## src/rtl/rf_wb_ctrl_pkg.sv

```systemverilog
// Shared core definitions for the register-file write-back path:
// widths, controller FSM encoding and the write-port bundle.
package rf_wb_ctrl_pkg;

    localparam int XLEN = 32;
    localparam int NREG = 32;
    localparam int AW   = $clog2(NREG);

    typedef enum logic [1:0] {
        CLR,
        FIN,
        RUN
    } state_t;

    // Register-file write port, also used by the pipeline's own write-back stage.
    typedef struct packed {
        logic            we;
        logic [AW-1:0]   a3;
        logic [XLEN-1:0] wd;
    } wport_t;

endpackage

```

## src/rtl/rf_wb_ctrl_if.sv

```systemverilog
// Write-back request bus: single-cycle ALU result plus the long-latency
// LSU/MDU result with its valid/ready handshake.
interface rf_wb_if
    import rf_wb_ctrl_pkg::*;
();

    logic            alu_we;
    logic [AW-1:0]   alu_rd;
    logic [XLEN-1:0] alu_wd;
    logic            lsu_valid;
    logic [AW-1:0]   lsu_rd;
    logic [XLEN-1:0] lsu_wd;
    logic            lsu_ready;

    modport master (
        output alu_we, alu_rd, alu_wd,
        output lsu_valid, lsu_rd, lsu_wd,
        input  lsu_ready
    );

    modport slave (
        input  alu_we, alu_rd, alu_wd,
        input  lsu_valid, lsu_rd, lsu_wd,
        output lsu_ready
    );

endinterface

```

## src/rtl/rf_wb_ctrl_scoreboard.sv

```systemverilog
// Pending-write scoreboard for long-latency destinations, with a
// three-operand combinational hazard lookup for the issue stage.
module rf_scoreboard
    import rf_wb_ctrl_pkg::*;
(
    input  logic          clk,
    input  logic          res,
    input  logic          set_v,
    input  logic [AW-1:0] set_rd,
    input  logic          clr_v,
    input  logic [AW-1:0] clr_rd,
    input  logic [AW-1:0] chk_rs1,
    input  logic [AW-1:0] chk_rs2,
    input  logic [AW-1:0] chk_rd,
    output logic          hit
);

    logic [NREG-1:0] pending_q;
    logic [NREG-1:0] pending_d;

    // NOTE: every always_comb output is given a full default first so no path can infer a latch.
    always_comb begin
        pending_d = pending_q;
        if (clr_v) pending_d[clr_rd] = 1'b0;
        // Applied after the clear so a re-issue on the landing edge keeps the bit.
        if (set_v) pending_d[set_rd] = 1'b1;
        pending_d[0] = 1'b0;
    end

    // NOTE: state is updated with non-blocking assignments only; blocking ones would race other flops.
    always_ff @(posedge clk or negedge res) begin
        if (!res) pending_q <= '0;
        else      pending_q <= pending_d;
    end

    assign hit = pending_q[chk_rs1] | pending_q[chk_rs2] | pending_q[chk_rd];

endmodule

```

## src/rtl/rf_wb_ctrl.sv

```systemverilog
// Register-file write-back controller: post-reset clear of x1..x31, ALU/LSU
// arbitration of the single write port, LSU starvation hold and issue stall.
module rf_wb_ctrl
    import rf_wb_ctrl_pkg::*;
#(
    parameter int STARVE = 4
) (
    input  logic            clk,
    input  logic            res,
    rf_wb_if.slave          bus,
    input  logic            iss_mark,
    input  logic [AW-1:0]   iss_rd,
    input  logic [AW-1:0]   chk_rs1,
    input  logic [AW-1:0]   chk_rs2,
    input  logic [AW-1:0]   chk_rd,
    output logic            stall,
    output logic            alu_hold,
    output logic            rf_we,
    output logic [AW-1:0]   rf_a3,
    output logic [XLEN-1:0] rf_wd,
    output logic            init_done
);

    state_t        state_q, state_d;
    logic [AW-1:0] clr_idx_q, clr_idx_d;
    wport_t        wp_q, wp_d;
    logic [3:0]    blk_q, blk_d;
    logic          hold_q;
    logic          clr_v_q;
    logic [AW-1:0] clr_rd_q;
    logic          alu_wr;
    logic          hs;
    logic          hit;

    assign alu_wr = bus.alu_we && (bus.alu_rd != '0);

    always_ff @(posedge clk or negedge res) begin
        if (!res) begin
            state_q   <= CLR;
            clr_idx_q <= AW'(1);
            wp_q      <= '0;
            blk_q     <= '0;
            hold_q    <= 1'b0;
            clr_v_q   <= 1'b0;
            clr_rd_q  <= '0;
        end else begin
            state_q   <= state_d;
            clr_idx_q <= clr_idx_d;
            wp_q      <= wp_d;
            blk_q     <= blk_d;
            hold_q    <= (blk_d == 4'(STARVE));
            // The scoreboard bit drops on the edge the LSU data lands in the file.
            clr_v_q   <= hs && (bus.lsu_rd != '0);
            clr_rd_q  <= bus.lsu_rd;
        end
    end

    always_comb begin
        state_d   = state_q;
        clr_idx_d = clr_idx_q;
        case (state_q)
            CLR: begin
                clr_idx_d = clr_idx_q + AW'(1);
                if (clr_idx_q == AW'(NREG - 1)) state_d = FIN;
            end
            FIN:     state_d = RUN;
            default: state_d = RUN;
        endcase
    end

    always_comb begin
        bus.lsu_ready = 1'b0;
        hs            = 1'b0;
        wp_d          = wp_q;
        wp_d.we       = 1'b0;
        blk_d         = '0;
        case (state_q)
            CLR: wp_d = '{we: 1'b1, a3: clr_idx_q, wd: '0};
            RUN: begin
                bus.lsu_ready = !alu_wr;
                hs            = bus.lsu_valid && !alu_wr;
                if (alu_wr)
                    wp_d = '{we: 1'b1, a3: bus.alu_rd, wd: bus.alu_wd};
                else if (hs && (bus.lsu_rd != '0))
                    wp_d = '{we: 1'b1, a3: bus.lsu_rd, wd: bus.lsu_wd};
                blk_d = blk_q;
                if (hs)
                    blk_d = '0;
                else if (bus.lsu_valid && (blk_q != 4'(STARVE)))
                    blk_d = blk_q + 4'd1;
            end
            default: ;
        endcase
    end

    rf_scoreboard u_sb (
        .clk     (clk),
        .res     (res),
        .set_v   (iss_mark),
        .set_rd  (iss_rd),
        .clr_v   (clr_v_q),
        .clr_rd  (clr_rd_q),
        .chk_rs1 (chk_rs1),
        .chk_rs2 (chk_rs2),
        .chk_rd  (chk_rd),
        .hit     (hit)
    );

    assign init_done = (state_q == RUN);
    assign stall     = !init_done | hit;
    assign alu_hold  = hold_q;
    assign rf_we     = wp_q.we;
    assign rf_a3     = wp_q.a3;
    assign rf_wd     = wp_q.wd;

endmodule

```

## src/flat_wrapper.sv

```systemverilog
// flat-port wrapper written by rule: the top's interface ports become plain ports
module rf_wb_ctrl_flat import rf_wb_ctrl_pkg::*;
#(
    parameter int STARVE = 4
)
  (clk, res, iss_mark, iss_rd, chk_rs1, chk_rs2, chk_rd, stall, alu_hold, rf_we, rf_a3, rf_wd, init_done, bus_alu_we, bus_alu_rd, bus_alu_wd, bus_lsu_valid, bus_lsu_rd, bus_lsu_wd, bus_lsu_ready);
  rf_wb_if bus_i ();
  input  logic clk;
  input  logic res;
  input  logic iss_mark;
  input  logic [AW-1:0] iss_rd;
  input  logic [AW-1:0] chk_rs1;
  input  logic [AW-1:0] chk_rs2;
  input  logic [AW-1:0] chk_rd;
  output logic stall;
  output logic alu_hold;
  output logic rf_we;
  output logic [AW-1:0] rf_a3;
  output logic [XLEN-1:0] rf_wd;
  output logic init_done;
  input wire logic [$bits(bus_i.alu_we)-1:0] bus_alu_we;
  input wire logic [$bits(bus_i.alu_rd)-1:0] bus_alu_rd;
  input wire logic [$bits(bus_i.alu_wd)-1:0] bus_alu_wd;
  input wire logic [$bits(bus_i.lsu_valid)-1:0] bus_lsu_valid;
  input wire logic [$bits(bus_i.lsu_rd)-1:0] bus_lsu_rd;
  input wire logic [$bits(bus_i.lsu_wd)-1:0] bus_lsu_wd;
  output wire logic [$bits(bus_i.lsu_ready)-1:0] bus_lsu_ready;
  assign bus_i.alu_we = bus_alu_we;
  assign bus_i.alu_rd = bus_alu_rd;
  assign bus_i.alu_wd = bus_alu_wd;
  assign bus_i.lsu_valid = bus_lsu_valid;
  assign bus_i.lsu_rd = bus_lsu_rd;
  assign bus_i.lsu_wd = bus_lsu_wd;
  assign bus_lsu_ready = bus_i.lsu_ready;
  rf_wb_ctrl #(.STARVE(STARVE)) u_core (.clk(clk), .res(res), .bus(bus_i), .iss_mark(iss_mark), .iss_rd(iss_rd), .chk_rs1(chk_rs1), .chk_rs2(chk_rs2), .chk_rd(chk_rd), .stall(stall), .alu_hold(alu_hold), .rf_we(rf_we), .rf_a3(rf_a3), .rf_wd(rf_wd), .init_done(init_done));
endmodule
```

## config.mk

```make
export PLATFORM = sky130hd
export DESIGN_NAME = rf_wb_ctrl_flat
export DESIGN_NICKNAME = d
export VERILOG_FILES = /design/src/rtl/rf_wb_ctrl_pkg.sv /design/src/rtl/rf_wb_ctrl_if.sv /design/src/rtl/rf_wb_ctrl_scoreboard.sv /design/src/rtl/rf_wb_ctrl.sv /design/src/flat_wrapper.sv
export SDC_FILE = /design/constraint.sdc
export NUM_CORES = 1
export LEC_CHECK = 0
export ABC_AREA = 1
export CAP_MARGIN = 20
export CORE_ASPECT_RATIO = 0.75
export CORE_MARGIN = 10
export CORE_UTILIZATION = 25
export CTS_CLUSTER_DIAMETER = 30
export DETAILED_ROUTE_END_ITERATION = 8
export HOLD_SLACK_MARGIN = 0.15
export PLACE_DENSITY = 0.55
export SYNTH_ARGS = -nofsm -noshare
export SYNTH_HDL_FRONTEND = slang
export SYNTH_HIERARCHICAL = 1
export SYNTH_SLANG_ARGS = --single-unit
```

## constraint.sdc

```tcl
create_clock -name clk -period 3.9 [get_ports clk]
set_input_delay 0.585 -clock clk [delete_from_list [all_inputs] [get_ports clk]]
set_output_delay 0.585 -clock clk [all_outputs]
set_load 0.005 [all_outputs]
```

* After elaboration in Yosys (flattened, before gate mapping)
Index checks and enable logic that the tools add are counted.
Word-level totals: input port bits 99, output and inout port bits 42, register bits after elaboration 87
Cells by class: add/sub/neg operators 2, $lt $le $gt $ge 7, reduce and logical (&&, ||, !) cells 14, equality and inequality tests 6, bitwise operators 6, multiplexer cells 22
Operator list (count):
- two-way mux 38 bit | 2
- case mux 38 bit (2 select lines) | 1
- two-way mux 32 bit | 2
- AND 32 bit | 1
- inverter 32 bit | 1
- bitwise OR 32 bit | 1
- less-than comparator 5 x 6 -> 1 bit, second input constant | 5
- binary-select mux 1 bit (select 5 bit) | 3
- two-way mux 4 bit | 3
- demux 1 bit (select 5 bit) | 2
- greater-or-equal comparator 5 x 1 -> 1 bit, second input constant | 2
- nonzero test 5 bit | 2
- logical AND 1 bit | 7
- two-way mux 1 bit | 7
- adder 5 x 1 -> 5 bit, second input constant | 1
- equality test 5 bit, second input constant | 1
- adder 4 x 1 -> 4 bit, second input constant | 1
- equality test 4 x 3 -> 1 bit, second input constant | 1
- two-way mux 2 bit | 2
- != test 4 x 3 -> 1 bit, second input constant | 1
- != test 3 bit, second input constant | 1
- bitwise OR 1 bit | 3
- equality test 2 bit, second input constant | 1
- zero test 1 bit | 2
- 4 further kinds | 4

* Longest topological paths before layout
Gate-level depths: netlist of run 1.
depth after elaboration 9, depth in mapped cells 12

* By module
The synthesis of run 1 kept the hierarchy.
Modules (own cells, without submodules):
- rf_wb_ctrl | times used 1, cells an instance 379, seq. area each 1402.6 um^2, area an instance 3094.2 um^2
- rf_scoreboard | times used 1, cells an instance 368, seq. area each 775.7 um^2, area an instance 2317.2 um^2

* Worst setup path after synthesis of run 1
OpenSTA, ideal clock, no wires.
path type input to output, from in chk_rs1[0], to out stall, arrival time 1.544 ns, slack 1.771 ns, cell stages on the path 11, buffers on the path 2, required time 3.315 ns, cells stage by stage buf_6 inv_4 buf_6 nand2_1 nand3_1 nand3_1 nand3_1 nand3_1 nand2_1 nand3_1 or2_1
Between the ends: longest elaborated chain between the ends 5
RTL lines:
- start: declaration | RTL line flat_wrapper.sv:12 | input logic [AW-1:0] chk_rs1;
- binary-select mux 1 bit (select 5 bit) | RTL line rf_wb_ctrl_scoreboard.sv:36 | assign hit = pending_q[chk_rs1] | pending_q[chk_rs2] | pending_q[chk_rd];
- two-way mux 1 bit (not written as such) | RTL line rf_wb_ctrl_scoreboard.sv:36
- bitwise OR 1 bit (2 in series) | RTL line rf_wb_ctrl_scoreboard.sv:36
- net u_core.hit | RTL line rf_wb_ctrl.sv:33 | logic hit;
- bitwise OR 1 bit | RTL line rf_wb_ctrl.sv:110 | assign stall = !init_done | hit;
- end: declaration | RTL line flat_wrapper.sv:15 | output logic stall;
The timed path passes the listed nets, and every way through them passes these cells. The select of a mux whose other input is x is not followed.

* Final worst setup path of run 1
from in chk_rs1[1], to out stall
The elaborated chain is that of the path after synthesis.

==> results of run 1 <==
## cell type report
type / instances / area share (%)
Clock buffer: 10 / 3.30
Clock inverter: 6 / 0.932
Inverter: 63 / 3.33
Multi-Input combinational cell: 558 / 37.2
Sequential cell: 87 / 30.0
Tap cell: 288 / 4.97
Timing Repair Buffer: 149 / 20.2
## layer usage
layer / vias up / global-route usage (%) / routed length [µm]
met3: 13 / 3.27 / 1210
met4: 0 / 2.65 / 187
met1: 2554 / 19.8 / 9520
met5: - / 0 / 0
li1: 2708 / - / -
met2: 147 / 19.5 / 8250
## flip-flops by register name, summed over array words and instances, names as in the netlist
signal and flops:
u_core/rf_we 1, u_core/clr_idx_q 5, u_core/rf_wd 32, u_core/state_q 2
u_core/rf_a3 5, u_core/blk_q 4, u_core/clr_v_q 1, u_core/u_sb/pending_q 31
u_core/clr_rd_q 5, u_core/alu_hold 1
## worst max path at each step
stage	startpoint	endpoint	slack, ns	cells after the start
finish	chk_rs1[1]	stall	0.42	10
floorplan	chk_rs1[0]	stall	1.77	11
detailed placement	chk_rs1[1]	stall	0.44	10
global route	chk_rs1[1]	stall	0.28	10
CTS	chk_rs1[1]	stall	0.42	10
global placement	chk_rs1[1]	stall	0.43	11
## stage by stage
step                      util (%)  setup WS [ns]  area, µm²  cells  hold slack, ns
after floorplan                  -           1.77       5410    747           0.289
after global placement        32.7          0.426       6950   1145           0.481
after detailed placement      32.7          0.435       6950   1145           0.483
after CTS                     34.1          0.425       7250   1161           0.273
after global routing          34.1          0.280       7250   1161           0.294
final                         34.1          0.419       7250   1161           0.256
## synth_stat cells (3+ instances only)
| master | n | area [µm²] |
|---|---|---|
| buf_12 | 3 | 60.1 |
| buf_2 | 24 | 120 |
| buf_6 | 8 | 90.1 |
| dfrtp_1 | 86 | 2150 |
| ha_1 | 4 | 50.1 |
| inv_1 | 57 | 214 |
| inv_2 | 4 | 15.0 |
| nand2_1 | 257 | 965 |
| nand2_2 | 5 | 31.3 |
| nand3_1 | 123 | 616 |
| nand3_2 | 21 | 210 |
| nand4_1 | 34 | 213 |
| nor2_1 | 24 | 90.1 |
| o21ai_0 | 66 | 330 |
| xor2_1 | 4 | 35.0 |
## power by group through the flow
| stage | Combinational [W] | Sequential [W] | Clock [W] |
|---|---|---|---|
| 3_5_place_dp | 0.000586 | 0.00109 | 0 |
| 6_report | 0.000583 | 0.00107 | 0.000892 |
| 2_1_floorplan | 0.000301 | 0.00107 | 0 |
| 5_1_grt | 0.000662 | 0.00109 | 0.000963 |
| 3_3_place_gp | 0.000588 | 0.00109 | 0 |
| 4_1_cts | 0.000589 | 0.00107 | 0.000926 |
## worst max-delay path: stages
cell,delay (ns)
clkdlybuf4s50_1,0.72
inv_1,0.28
nand3_1,0.17
nand3_1,0.11
nand3_1,0.09
nand3_1,0.07
nand2_1,0.08
nand3_1,0.10
or2_1,0.24
clkdlybuf4s50_1,0.45
## cell families after synthesis
group                      count (synthesis)  share of synthesized area [%]
buffers and inverters                    102                           9.87
adders and majority gates                  4                          0.925
and+or+nand+nor                          475                           41.0
xor gates and xnor gates                   5                          0.809
AOI/OAI and AO/OA                         74                           7.10
DFF                                       87                           40.3
==> reports/qor.txt, run 1 <==
PwrDens: 351 mW/mm²
Top FF cell, synth: dfrtp_1
Mapped Area: 0.00541 mm²
WS Path Type: primary input to primary output
Min Tclk post-route: 3.48 ns
Detailed Route Iter0 Violations: 392
Cells after Synth: 747
Slew @ Worst Pin: 1.06 ns
Net switching power: 0.000756 W
Proportion of layout cells with a drive suffix above 1: 7.56%
Status: finished clean
Peak VDD IR: 206 µV
Post-CTS sizing: 0
Number of hold buffers added after cts: 0
CTS Sinks: 87
Post-CTS Repair Setup Buffers: 0
Initial antenna violation count: 0
Cell-internal power: 0.00179 W
Vias/cell: 4.67
Setup_tns: 0 ns
Initial Utilization: 25.5%
Die area: 0.0280 mm²
Clk buf depth: 2
Seq cells post-synth: 87
Area of the multi-input gates: 0.00270 mm²
Core region area: 0.0212 mm²
Worst Skew: 0.00748 ns
DR pass1 iterations: 5
Final Hold Vio Count: 0
Largest net degree at the start of global routing: 50
Worst-path clk slew: 0.07 ns
First-pass GRT wire length: 30.3 mm
Post-route DRC: 0
Final setup violation count: 0
Gate power share: 22.9%
PnR Total Power: 0.00255 W
Clk pwr share: 35.0%
Yosys warns: 6
Detailed Place HPWL: 14.3 mm
FF/Latch Area: 0.00218 mm²
CP Max Fanout: 9
EDFF count, synth: 0
Sequential-to-total area share from yosys stat: 40.3%
CP arrival: 2.90 ns
Antenna diode count: 0
Max-slew violations: 0
Mean Syn Cell Area: 7.24 µm²
Die X: 190 µm
Syn_nets: 850
Leakage power figure: 3.44 nW
Reg2reg setup slack: 2.02 ns
Congestion Overflow GR: 0
Nets: 971
Setup crit start kind: primary input
Fmax: 287 MHz
Final wirelength: 19.2 mm
Most frequent cells in the layout: nand2_1 (257), clkdlybuf4s50_1 (139), nand3_1 (123), dfrtp_1 (86), o21ai_0 (66)
# rows: 46
Commonest non-fill, non-tap cell in the layout: nand2_1
Io pins: 141
Required time worst endpoint: 3.31 ns
CTS tree: built
Reg2Reg Depth: 6
Vias: 5422
RSZ-0062 raised after global routing: no
Worst reg2reg path startpoint: u_core/state_q[1]
Port bufs: 140
CP Capture Type: primary output
GP Congestion: 0.887
Ys async rst share: 100%
Sequential share of power: 42.1%
Layout Area Growth over Synthesis: 34.0%
Crit Reg-Reg Endpoint: u_core/rf_wd[26]
Per-cell routed wire length: 16.5 µm
# fillers: 2256
Hold/Removal Path Class: primary input to async pin
Later-pin clock latency in the skew report: 0.34 ns
Die height: 147 µm
Max-Cap Viols: 0
H-Tree Depth: 3
Root Driver: clkbuf_16
Antenna violation net count after detailed routing: 0
Vias in the first global route: 5169
Unique masters post-synth: 35
Tcrit/Tclk final: 89.3%
Net Sw Frac: 29.6%
TritonCTS buffer count: 9
GR Util All Layers: 13.5%
Slew margin rel.: 29.0%
No activity file was read; power rests on OpenSTA's default activity.
==> run 2, diff against run 1 <==
--- a/config.mk
+++ b/config.mk
@@ -12,8 +12,11 @@
 export CORE_UTILIZATION = 25
 export CTS_CLUSTER_DIAMETER = 30
 export DETAILED_ROUTE_END_ITERATION = 8
+export DONT_BUFFER_PORTS = 1
+export GPL_TIMING_DRIVEN = 0
 export HOLD_SLACK_MARGIN = 0.15
-export PLACE_DENSITY = 0.55
+export PLACE_DENSITY = 0.46
+export SLEW_MARGIN = 30
 export SYNTH_ARGS = -nofsm -noshare
 export SYNTH_HDL_FRONTEND = slang
 export SYNTH_HIERARCHICAL = 1
==> run 2 against run 1 <==
Net effect:
- sequential power barely moved
- flip-flop and latch count did not move
- clock skew fell by 0.0022 ns
- critical path depth did not move
- utilization fell by 5.3 points
- design area fell by 15%
- register-to-register slack improved by 0.42 ns
- die area did not move
==> reports/qor.txt, run 2 (same netlist as run 1, synthesis figures left out) <==
Proportion of layout cells with a drive suffix above 1: 12.2%
DR pass1 iterations: 5
CTS Sinks: 87
Final setup violation count: 0
CP top delay family: simple AND/OR/NAND/NOR gates
Worst Skew: 0.00525 ns
Vias: 5066
Top Usage Layer GRT: met1
PwrDens: 402 mW/mm²
Most used cell, CP: nand3_1
Port bufs: 0
H-Tree Depth: 3
Clk buf depth: 2
CTS tree: built
PnR Total Power: 0.00246 W
Hold/Removal Path Class: primary input to async pin
Post-Place Setup Slack: 1.45 ns
Commonest non-fill, non-tap cell in the layout: nand2_1
Min Tclk post-route: 2.42 ns
Max reg flops: 32
Status: finished clean
Post-CTS Repair Setup Buffers: 0
GR Util All Layers: 14.1%
Congestion Overflow GR: 0
Max-Cap Viols: 0
Die X: 190 µm
Detailed Place HPWL: 15.3 mm
Layout Area Growth over Synthesis: 13.3%
GR Layer Usage met1: 20.2%
Initial antenna violation count: 0
Slew margin rel.: 69.0%
Nets: 862
TritonCTS buffer count: 9
Post-route DRC: 0
RSZ-0062 raised after global routing: no
Peak VDD IR: 209 µV
GR Layer Usage met2: 19.7%
Setup_tns: 0 ns
M3 GR Usage: 5.31%
Setup crit start kind: primary input
Antenna diode count: 0
Vias in the first global route: 4839
Later-pin clock latency in the skew report: 0.34 ns
First-pass GRT wire length: 30.5 mm
Slew @ Worst Pin: 0.465 ns
Antenna violation net count after detailed routing: 0
Tcrit/Tclk final: 62.0%
CP Buf/Inv Count: 2
Reg2reg setup slack: 2.44 ns
Leakage power figure: 3.05 nW
Fmax: 413 MHz
Core region area: 0.0212 mm²
Initial Utilization: 25.5%
Post-CTS sizing: 0
GP Congestion: 0.854
Detailed Route Iter0 Violations: 394
Die area: 0.0280 mm²
Max-slew violations: 0
Final hold slack: 0.148 ns
Slowest library cell on the worst path: or2_1
Largest stage delay, worst path: 0.26 ns
Worst-path clk slew: 0.07 ns
CP cell instances: buf_2, inv_1, nand3_1, nand3_1, nand2_1, nand2_1, nand3_1, nand2_1, nand3_1, or2_1
CP Capture Type: primary output
Die height: 147 µm
Required time worst endpoint: 3.31 ns
Worst setup margin: 1.48 ns
Per-cell routed wire length: 19.0 µm
Vias/cell: 4.82
WS Path Type: primary input to primary output
Final Hold Vio Count: 0
CP Max Fanout: 9
Io pins: 141
Root Driver: clkbuf_16
Final wirelength: 19.9 mm
Largest net degree at the start of global routing: 88
# rows: 46
Most frequent cells in the layout: nand2_1 (257), nand3_1 (123), dfrtp_1 (86), o21ai_0 (66), inv_1 (57)
CP arrival: 1.83 ns
## run 2: changes by cell type in the layout (fill, tap and decap cells not counted), sizes merged
cell,delta
clkdlybuf4s50,-139
buf,+29
clkbuf,+3
clkinvlp,-2
inv,-2
bufinv,+1
clkinv,+1
## run 2: worst reg2reg max path, cell delays in order, from the launching register on
cell	delay (ns)
dfrtp_1	0.41
inv_1	0.07
ha_1	0.14
nand3_1	0.07
nand2_1	0.13
inv_1	0.08
o21ai_0	0.23
nand3b_1	0.13
nor2_1	0.12
## run 2: final cells by class
class	count	area (µm²)
multi-input cells	558	2700
fillers	2308	15100
clock inverters	4	77.6
clock buffers	12	256
well taps	288	360
repair buffers	1	27.5
flip-flops and latches	87	2180
plain buffers	39	293
inverters	63	241
## run 2: final timing paths
| check | endpoint | from | cells past startpoint |
|---|---|---|---|
| worst min-delay path | u_core/rf_wd[5] | res | 1 |
| worst max register to register | u_core/alu_hold | u_core/blk_q[0] | 8 |
| max in group asynchronous | u_core/u_sb/pending_q[5] | res | 1 |
| worst max-delay path | stall | chk_rs1[1] | 10 |
| worst min register to register | u_core/clr_idx_q[2] | u_core/clr_idx_q[2] | 1 |
| min in group clk | u_core/clr_rd_q[4] | bus_lsu_rd[4] | 0 |
## run 2: where the power goes
| group | switching (W) | internal, W | total (W) |
|---|---|---|---|
| logic | 0.000250 | 0.000149 | 0.000399 |
| registers | 0.000113 | 0.000990 | 0.00110 |
| clock network | 0.000362 | 0.000599 | 0.000961 |
## run 2: per-layer routing
layer	part of all wire, %	up-vias
met3	9.2	11
met4	0.68	0
met5	0	-
li1	-	2492
met2	42	129
met1	48	2434
## run 2: what timing repair did
item                                   CTS  global route
hold buffers                             1             0
endpoints found under the hold margin   87             0
setup endpoints to repair                0             0
## run 2: per-stage QoR
stage                     instances  util [%]  area, µm²
after floorplan                 747         -       5410
after global placement         1035      27.2       5770
after detailed placement       1035      27.2       5770
after CTS                      1052      28.9       6130
after global routing           1052      28.9       6130
final                          1052      28.9       6130
==> run 3, diff against run 2 <==
--- a/config.mk
+++ b/config.mk
@@ -15,7 +15,7 @@
 export DONT_BUFFER_PORTS = 1
 export GPL_TIMING_DRIVEN = 0
 export HOLD_SLACK_MARGIN = 0.15
-export PLACE_DENSITY = 0.46
+export PLACE_DENSITY = 0.48
 export SLEW_MARGIN = 30
 export SYNTH_ARGS = -nofsm -noshare
 export SYNTH_HDL_FRONTEND = slang
==> constraint.sdc (replaced) <==
create_clock -name clk -period 2.14 [get_ports clk]
set_input_delay 0.321 -clock clk [delete_from_list [all_inputs] [get_ports clk]]
set_output_delay 0.321 -clock clk [all_outputs]
set_load 0.005 [all_outputs]
==> run 3 against run 2 <==
Net effect:
- the flow now finishes with violations (negative hold slack)
- flip-flop and latch count is the same
- setup slack worse by 1.4 ns
- clock power is 63% higher
==> reports/qor.txt, run 3 (same netlist as run 1, synthesis figures left out) <==
Status: finished, violations left
Failing checks: negative hold slack
Final hold slack: -0.321 ns
Clk buf depth: 2
DR pass1 iterations: 5
Detailed Place HPWL: 14.9 mm
Die X: 190 µm
Worst reg2reg path startpoint: u_core/blk_q[0]
Clk pwr share: 36.7%
CP Capture Type: primary output
Proportion of layout cells with a drive suffix above 1: 12.0%
PnR Total Power: 0.00427 W
Net switching power: 0.00126 W
Fmax: 486 MHz
WS Path Type: flop to primary output
Worst-path clk slew: 0.06 ns
Final Hold Vio Count: 87
Vias/cell: 4.75
# rows: 46
Nets: 866
Gate power share: 16.4%
Detailed Route Iter0 Violations: 380
Post-route DRC: 0
Peak VDD IR: 344 µV
First-pass GRT wire length: 30.1 mm
Worst Skew: 0.00597 ns
Port bufs: 0
Max-slew violations: 0
Reg2Reg Depth: 8
Slew margin rel.: 68.9%
Setup crit start kind: flop
Reg2reg setup slack: 0.68 ns
Sequential share of power: 46.9%
Congestion Overflow GR: 0
Layout Cells excl Fill: 1054
Leakage power figure: 3.02 nW
Placed cells: 1035
Net Sw Frac: 29.6%
Setup_tns: 0 ns
Max-Cap Viols: 0
Antenna diode count: 0
Initial antenna violation count: 0
Final setup violation count: 0
Max reg flops: 32
Die area: 0.0280 mm²
CP arrival: 1.74 ns
CTS tree: built
Layout Area Growth over Synthesis: 12.9%
Largest net degree at the start of global routing: 88
GP Congestion: 0.843
H-Tree Depth: 3
RSZ-0062 raised after global routing: no
TritonCTS buffer count: 9
Io pins: 141
CTS Sinks: 87
Min Tclk post-route: 2.06 ns
Post-Place Setup Slack: 0.240 ns
# fillers: 2318
Antenna violation net count after detailed routing: 0
CP Max Fanout: 4
Required time worst endpoint: 1.82 ns
Root Driver: clkbuf_16
Number of hold buffers added after cts: 5
Core region area: 0.0212 mm²
PwrDens: 698 mW/mm²
Cell-internal power: 0.00300 W
Later-pin clock latency in the skew report: 0.34 ns
Crit Reg-Reg Endpoint: u_core/alu_hold
Worst setup margin: 0.0822 ns
Hold/Removal Path Class: primary input to async pin
Tcrit/Tclk final: 96.2%
Worst setup path startpoint: u_core/u_sb/pending_q[27]
Per-cell routed wire length: 18.3 µm
GR Util All Layers: 13.6%
Final wirelength: 19.3 mm
Commonest non-fill, non-tap cell in the layout: nand2_1
Slew @ Worst Pin: 0.466 ns
Vias: 5011
Die height: 147 µm
Crit path to: stall
Most frequent cells in the layout: nand2_1 (257), nand3_1 (123), dfrtp_1 (84), o21ai_0 (66), inv_1 (57)
Vias in the first global route: 4997
Initial Utilization: 25.5%
## run 3: cell types whose count changed in the layout (fill, tap and decap cells not counted), sizes merged
cell	before	now
buf	39	38
clkbuf	13	12
bufinv	2	1
dlygate4sd3	0	5
clkinv	2	0
clkinvlp	0	2
## run 3: cell type report
| cell class | instances | area (µm²) | share of cell area (%) |
|---|---|---|---|
| Sequential cell | 87 | 2180 | 35.7 |
| Multi-Input combinational cell | 558 | 2700 | 44.2 |
| Inverter | 63 | 241 | 3.95 |
| Clock inverter | 3 | 45.0 | 0.737 |
| Buffer | 39 | 293 | 4.79 |
| Timing Repair Buffer | 5 | 50.0 | 0.819 |
| Clock buffer | 11 | 243 | 3.97 |
| Tap cell | 288 | 360 | 5.90 |
## run 3: power groups by stage
stage,logic [W],clock network [W],registers [W]
floorplan,0.000549,0,0.00195
global placement,0.000677,0,0.00203
detailed placement,0.000688,0,0.00203
CTS,0.000701,0.00161,0.00200
global route,0.000818,0.00167,0.00202
finish,0.000700,0.00157,0.00200
## run 3: timing repair
item | CTS | global route
setup endpoints to repair | 0 | 1
setup buffers | 0 | 0
hold endpoints to repair | 93 | 87
resized for setup | 0 | 2
## run 3: per-layer routing
metal	wire length (µm)	vias to the layer above	GRT usage (%)
li1	-	2496	-
met3	1440	13	3.74
met2	8270	134	19.3
met1	9460	2368	20.0
met4	143	0	2.69
met5	0	-	0
## run 3: worst min-delay path by stage
stage / cells past startpoint / end / slack (ns) / startpoint
2_1_floorplan: 0 / u_core/alu_hold / 0.03 / res
3_3_place_gp: 0 / u_core/alu_hold / 0.03 / res
3_5_place_dp: 0 / u_core/alu_hold / 0.03 / res
4_1_cts: 0 / u_core/u_sb/pending_q[6] / -0.34 / res
5_1_grt: 0 / u_core/alu_hold / -0.34 / res
6_report: 0 / u_core/alu_hold / -0.32 / res
## run 3: metrics by stage
step                      utilization [%]  area (µm²)
after floorplan                         -        5410
after global placement               27.2        5770
after detailed placement             27.2        5770
after CTS                            28.8        6110
final                                28.8        6110
after global routing                 28.8        6110
## run 3: worst max-delay path: stages (launching register included)
cell,delay [ns]
dfrtp_1,0.46
inv_1,0.08
nand2_1,0.05
nand3_1,0.08
nand3_1,0.08
nand3_1,0.12
nand3_1,0.08
nand2_1,0.11
nand3_1,0.09
or2_1,0.26
